$ cat config.mk
export PLATFORM = sky130hd
export DESIGN_NAME = st2ld_fwd_cache
export DESIGN_NICKNAME = d
export VERILOG_FILES = /design/src/rtl/st2ld_fwd_cache_pkg.sv /design/src/rtl/st2ld_fwd_cache.sv
export SDC_FILE = /design/constraint.sdc
export NUM_CORES = 1
export LEC_CHECK = 0
export ABC_AREA = 0
export CAP_MARGIN = 20
export CORE_UTILIZATION = 55
export CTS_BUF_LIST = sky130_fd_sc_hd__clkbuf_8
export CTS_CLUSTER_SIZE = 30
export DETAILED_ROUTE_END_ITERATION = 7
export PLACE_DENSITY = 0.73
export SLEW_MARGIN = 10
export SYNTH_ARGS = -nofsm -noshare
export SYNTH_HDL_FRONTEND = slang
export SYNTH_SLANG_ARGS = --single-unit
$ cat constraint.sdc
create_clock -name clk_i -period 7.7 [get_ports clk_i]
set_input_delay 1.155 -clock clk_i [delete_from_list [all_inputs] [get_ports clk_i]]
set_output_delay 1.155 -clock clk_i [all_outputs]
set_load 0.005 [all_outputs]
$ cat src/rtl/st2ld_fwd_cache_pkg.sv
// Shared sizing constants and entry type for the store-to-load forwarding cache.
package st2ld_fwd_cache_pkg;

  localparam int unsigned STBUFF_DEPTH = 16;
  localparam int unsigned XLEN         = 64;
  localparam logic [XLEN-1:0] MMAP_MASK = 64'hffff_ffff_e000_0000;

  localparam int unsigned SB_IDX_W    = $clog2(STBUFF_DEPTH);
  localparam int unsigned ST2LD_IDX_W = $clog2(STBUFF_DEPTH);
  localparam int unsigned ST2LD_TAG_W = XLEN - ST2LD_IDX_W - 3;

  typedef struct packed {
    logic                   valid;
    logic [ST2LD_TAG_W-1:0] tag;
    logic [SB_IDX_W-1:0]    sb_idx;
  } st2ld_entry_t;

endpackage

$ cat src/rtl/st2ld_fwd_cache.sv
// Direct-mapped cache mapping doubleword addresses to the latest store buffer entry.
// Optional hit/miss counters are built when ST2LD_FWD_PERF_CNT_EN is defined.
module st2ld_fwd_cache
  import st2ld_fwd_cache_pkg::*;
(
  input  logic                clk_i,
  input  logic                rst_i,
  input  logic                flush_i,
  input  logic                upd_valid_i,
  input  logic [XLEN-1:0]     upd_addr_i,
  input  logic [SB_IDX_W-1:0] upd_sb_idx_i,
  input  logic                inv_valid_i,
  input  logic [SB_IDX_W-1:0] inv_sb_idx_i,
  input  logic                lkp_valid_i,
  input  logic [XLEN-1:0]     lkp_addr_i,
`ifdef ST2LD_FWD_PERF_CNT_EN
  output logic [63:0]         hit_cnt_o,
  output logic [63:0]         miss_cnt_o,
`endif
  output logic                lkp_hit_o,
  output logic [SB_IDX_W-1:0] lkp_sb_idx_o
);

  localparam int unsigned DEPTH = STBUFF_DEPTH;

  logic                   valid  [DEPTH];
  logic [ST2LD_TAG_W-1:0] tags   [DEPTH];
  logic [SB_IDX_W-1:0]    sb_idxs[DEPTH];

  logic [ST2LD_IDX_W-1:0] upd_idx;
  logic [ST2LD_TAG_W-1:0] upd_tag;
  logic                   upd_en;
  logic [ST2LD_IDX_W-1:0] lkp_idx;
  logic [ST2LD_TAG_W-1:0] lkp_tag;
  logic                   lkp_mmap;
  st2ld_entry_t           sel;
  logic                   hit;

  always_comb begin
    upd_idx = upd_addr_i[ST2LD_IDX_W+2:3];
    upd_tag = upd_addr_i[XLEN-1:ST2LD_IDX_W+3];
    upd_en  = upd_valid_i & ~(|(upd_addr_i & MMAP_MASK));
  end

  // Only valid bits carry reset; update beats invalidate on the same entry.
  always_ff @(posedge clk_i or posedge rst_i) begin
    if (rst_i) begin
      for (int unsigned i = 0; i < DEPTH; i++) valid[i] <= 1'b0;
    end else if (flush_i) begin
      for (int unsigned i = 0; i < DEPTH; i++) valid[i] <= 1'b0;
    end else begin
      for (int unsigned i = 0; i < DEPTH; i++) begin
        if (upd_en && upd_idx == ST2LD_IDX_W'(i))
          valid[i] <= 1'b1;
        else if (inv_valid_i && sb_idxs[i] == inv_sb_idx_i)
          valid[i] <= 1'b0;
      end
    end
  end

  always_ff @(posedge clk_i) begin
    if (upd_en) begin
      tags[upd_idx]    <= upd_tag;
      sb_idxs[upd_idx] <= upd_sb_idx_i;
    end
  end

  always_comb begin
    lkp_idx  = lkp_addr_i[ST2LD_IDX_W+2:3];
    lkp_tag  = lkp_addr_i[XLEN-1:ST2LD_IDX_W+3];
    lkp_mmap = |(lkp_addr_i & MMAP_MASK);
    sel      = '{valid: valid[lkp_idx], tag: tags[lkp_idx], sb_idx: sb_idxs[lkp_idx]};
    hit      = lkp_valid_i & sel.valid & (sel.tag == lkp_tag) & ~lkp_mmap;
  end

  assign lkp_hit_o    = hit;
  assign lkp_sb_idx_o = hit ? sel.sb_idx : '0;

`ifdef ST2LD_FWD_PERF_CNT_EN
  always_ff @(posedge clk_i or posedge rst_i) begin
    if (rst_i) begin
      hit_cnt_o  <= '0;
      miss_cnt_o <= '0;
    end else if (lkp_valid_i) begin
      if (hit) hit_cnt_o  <= hit_cnt_o + 64'd1;
      else     miss_cnt_o <= miss_cnt_o + 64'd1;
    end
  end
`endif

endmodule

==> reports/summary.txt <==
================================================================================
Number of maximum-capacitance violations ..........................            0
Slew HR ...........................................................        0.238
Sequential group share of total power .............................        0.559
Hold EP ...........................................................    valid[13]
Area of the die ...................................................  74,000 um^2
Adder and majority cell fraction of the synthesized area ..........            0
Synth area leaders ................................................ edfxtp_1, mux4_2, mux2i_1, xor2_1, xnor2_1
Global-route wire length before repair ............................   150,000 um
Post-DRT Antenna Nets .............................................            0
Starting utilization of the core area .............................        0.558
Static leakage ....................................................      15.0 nW
TritonCTS clock tree ..............................................        built
Via count normalized by instance count ............................         6.48
CTS max path bufs .................................................            3
Overall routed net length .........................................   105,000 um
Met3 track demand over resource in global routing .................       0.0911
Buffer type at the clock tree root ................................     clkbuf_8
Number of DRC violations after detailed-routing iteration 0 .......        3,099
CTS clock-pin slew for the worst setup and hold paths .............      0.06 ns
Final sum of negative setup slack .................................         0 ns
Synth Area in Compound Gates ......................................       0.0341
Max Clock Skew ....................................................    0.0104 ns
Switching power ...................................................      2.43 mW
Dominant combinational cell family by area after synthesis ........ multiplexers
Number of levels in the clock H-tree ..............................            4
Routed WL per cell ................................................      30.9 um
CP startpoint kind ................................................   input port
Max Clock Freq ....................................................      148 MHz
Cell Int Power ....................................................      8.18 mW
Async SR Flop Fraction ............................................       0.0161
Switching share of total power ....................................        0.229
Count of input and output buffers .................................          140
Total setup buffers inserted after CTS ............................            0
Mapped Cells ......................................................        2,050
Run status ........................................................ finished, final reports clean
Area after DPL ....................................................  42,900 um^2
Overall global routing resource usage .............................        0.287
Maximum fanout encountered on the critical timing path ............           57
Core region area ..................................................  71,900 um^2
Share of the yosys chip area belonging to registers ...............        0.741
Max rail drop VDD .................................................     0.186 mV
Number of gates resized after CTS .................................            0
Share of layout cells above drive strength 1 ......................        0.196
Final critical-path required period ...............................      6.74 ns
Count of distinct cell types in the synthesized netlist ...........           69
WS Path Type ......................................................       in2out
Prevailing post-synth register cell ...............................     edfxtp_1
Count of endpoints failing setup in the final report ..............            0
Launch point of the worst hold path ...............................    valid[13]
Pwr/cell area .....................................................  232 nW/um^2
Max stage delay cell, worst path ..................................       and2_1
Number of storage elements in the synthesis netlist ...............          992
Critical Path, Cell by Cell ....................................... buf_8, buf_12, and2_1, a22oi_1, nand3_1, o221ai_1, a221oi_1, nand4_1, or3b_2, nor4_1, clkdlybuf4s50_1
Unrepaired setup endpoints after global routing ...................           no
Vias after detailed routing .......................................       21,900
Part of the power in combinational logic ..........................        0.063
Worst-Margin Slew .................................................      1.14 ns
Hold Violations, Final ............................................            0
Final design instance area without fill ...........................  45,700 um^2
Hold Crit Class ...................................................      reg2reg
Detailed-placement wirelength estimate ............................    61,000 um
Sink count of the clock tree ......................................          992
Number of detailed-routing iterations run before antenna repair ...            7
Largest net degree at the start of global routing .................           94
Crit path largest cell delay ......................................      0.68 ns
Via count of the first global-routing pass ........................       22,300
Smallest setup slack after layout .................................     0.963 ns
NumNets Final .....................................................        2,445
Average cell area after synthesis .................................    19.6 um^2
Total I/O pin count ...............................................          147
Crit path required time ...........................................      6.55 ns
Overall power of the completed layout .............................      10.6 mW
Part of the cycle the worst path needs ............................        0.875
Number of synthesized flops with an enable pin ....................          976
Die Span X ........................................................       272 um
Number of antenna violations at the first check in global routing .            9
Total DRC errors in the routed layout .............................            0
Number of buffers inserted during clock tree synthesis ............          156
Global route total overflow .......................................            0
Most Crowded Layer GR .............................................         met2
Reg2Reg Capture Point .............................................    valid[11]
Die Y-Extent ......................................................       272 um
Number of cells on the worst reg-to-reg path ......................            5
Simple-Gate Fraction of Synth Area ................................       0.0340
Placer congestion estimate ........................................        0.983
Proportion of synthesized area in mux cells .......................        0.148
Grt met1 use ......................................................        0.389
Clock latency on the worst-skew pair ..............................      0.79 ns
Data arrival time of the worst path ...............................      5.58 ns
Reg-to-Reg Start .................................................. sb_idxs[4][2]
Count of synthesis-stage warnings from yosys ......................            0
Clock Power Share .................................................        0.378
Setup slack at placement ..........................................      1.03 ns
Kind of end point of the critical path ............................   output pin
Synthesis-to-layout area growth ...................................        13.8%
Hold buffer count at cts ..........................................            0
Summed instance area of the synthesized netlist ...................  40,100 um^2
Global-route track usage on met2 ..................................        0.444
Cell type with the highest aggregate area in the netlist ..........     edfxtp_1
Fraction of synthesized cell area taken by the top area cell type .        0.731
Post-Synth XOR/XNOR Area ..........................................       0.0258
Cell count of the worst hold path .................................            2
Mapped Nets .......................................................        2,192
Worst setup slack for register-to-register paths ..................      6.13 ns
Final slew viol count .............................................            0
Row cnt ...........................................................           98
================================================================================
critical path: cells and delay by family:
kind / cells / cell delay [ns]
buf+inv: 3 / 1.35
simple gates: 5 / 2.26
compound gates: 3 / 0.71
power by group through the flow:
stage / clock (mW) / sequential (mW) / combinational [mW]
after floorplan: 0 / 6.04 / 0.356
after global placement: 0 / 6.04 / 0.644
after detailed placement: 0 / 6.04 / 0.657
after CTS: 4.06 / 5.93 / 0.661
after global routing: 4.29 / 5.93 / 0.700
final: 4.01 / 5.93 / 0.669
stage by stage:
step,util,hold slack (ns),std cells
3_5_place_dp,0.596,0.505,3095
2_1_floorplan,-,0.477,2050
3_3_place_gp,0.596,0.499,3094
4_1_cts,0.635,0.518,3378
6_report,0.635,0.515,3384
5_1_grt,0.635,0.539,3380
Yosys cell counts, types with 4 or more instances:
master / count
edfxtp_1: 976
mux2i_1: 178
mux4_2: 174
xor2_1: 72
nor2_1: 57
nand2_1: 53
xnor2_1: 46
nand3_1: 39
a22oi_1: 36
buf_2: 36
nor3_1: 33
a21oi_1: 31
buf_4: 23
nor4_1: 23
a221oi_1: 22
clkbuf_1: 22
dfrtp_1: 16
mux2_2: 14
nor2b_1: 14
buf_6: 11
inv_1: 11
o21ai_0: 11
buf_1: 10
a211oi_1: 9
a22o_1: 9
nand2b_1: 9
o22ai_1: 9
a31oi_1: 8
nand4_1: 8
o211ai_1: 7
and3_1: 6
a221o_1: 5
a32oi_1: 4
and2_1: 4
o22a_1: 4
or3b_2: 4
kinds of logic after synthesis:
kind of cell | count (synthesis)
AOI/OAI and AO/OA | 185
xor gates and xnor gates | 118
buffers and inverters | 117
DFF | 992
muxes | 369
and+or+nand+nor | 269
cell usage in the layout, fill, tap and decap left out, drive strengths merged, types with 31 or more instances in the layout:
cell           instances
edfxtp               976
buf                   63
a22oi                 36
clkbuf               162
nor2                  58
inv                   72
nor3                  33
clkinv                56
mux4                 177
nand3                 39
a21oi                 31
xnor2                 46
mux2i                178
clkdlybuf4s50        136
nand2                 53
xor2                  72
metal layers:
| layer | wire [um] | part of all wire |
|---|---|---|
| met1 | 40100 | 0.38 |
| met2 | 49200 | 0.47 |
| met4 | 3240 | 0.031 |
| met5 | 70 | 0.00067 |
| met3 | 12000 | 0.11 |
area by class of cell:
| type | instances | area (um^2) |
|---|---|---|
| inverter | 12 | 45.0 |
| fill | 4923 | 26200 |
| sequential | 992 | 29700 |
| timing repair buffer | 200 | 2100 |
| antenna | 6 | 15.0 |
| multi-input combinational | 941 | 9810 |
| clock buffer | 161 | 2220 |
| tap | 950 | 1190 |
| clock inverter | 122 | 568 |
worst max-delay path by stage:
stage,depth (start not counted),from,end
final,11,lkp_addr_i[3],lkp_sb_idx_o[1]
after global routing,11,lkp_addr_i[5],lkp_sb_idx_o[0]
after CTS,11,lkp_addr_i[5],lkp_sb_idx_o[1]
after detailed placement,11,lkp_addr_i[5],lkp_sb_idx_o[1]
after global placement,11,lkp_addr_i[5],lkp_sb_idx_o[1]
after floorplan,5,upd_addr_i[30],sb_idxs[0][0]
state kept, by name, indices dropped and copies added (netlist names):
register	flops
tags	912
sb_idxs	64
valid	16
No activity file was read; power rests on OpenSTA's default activity.
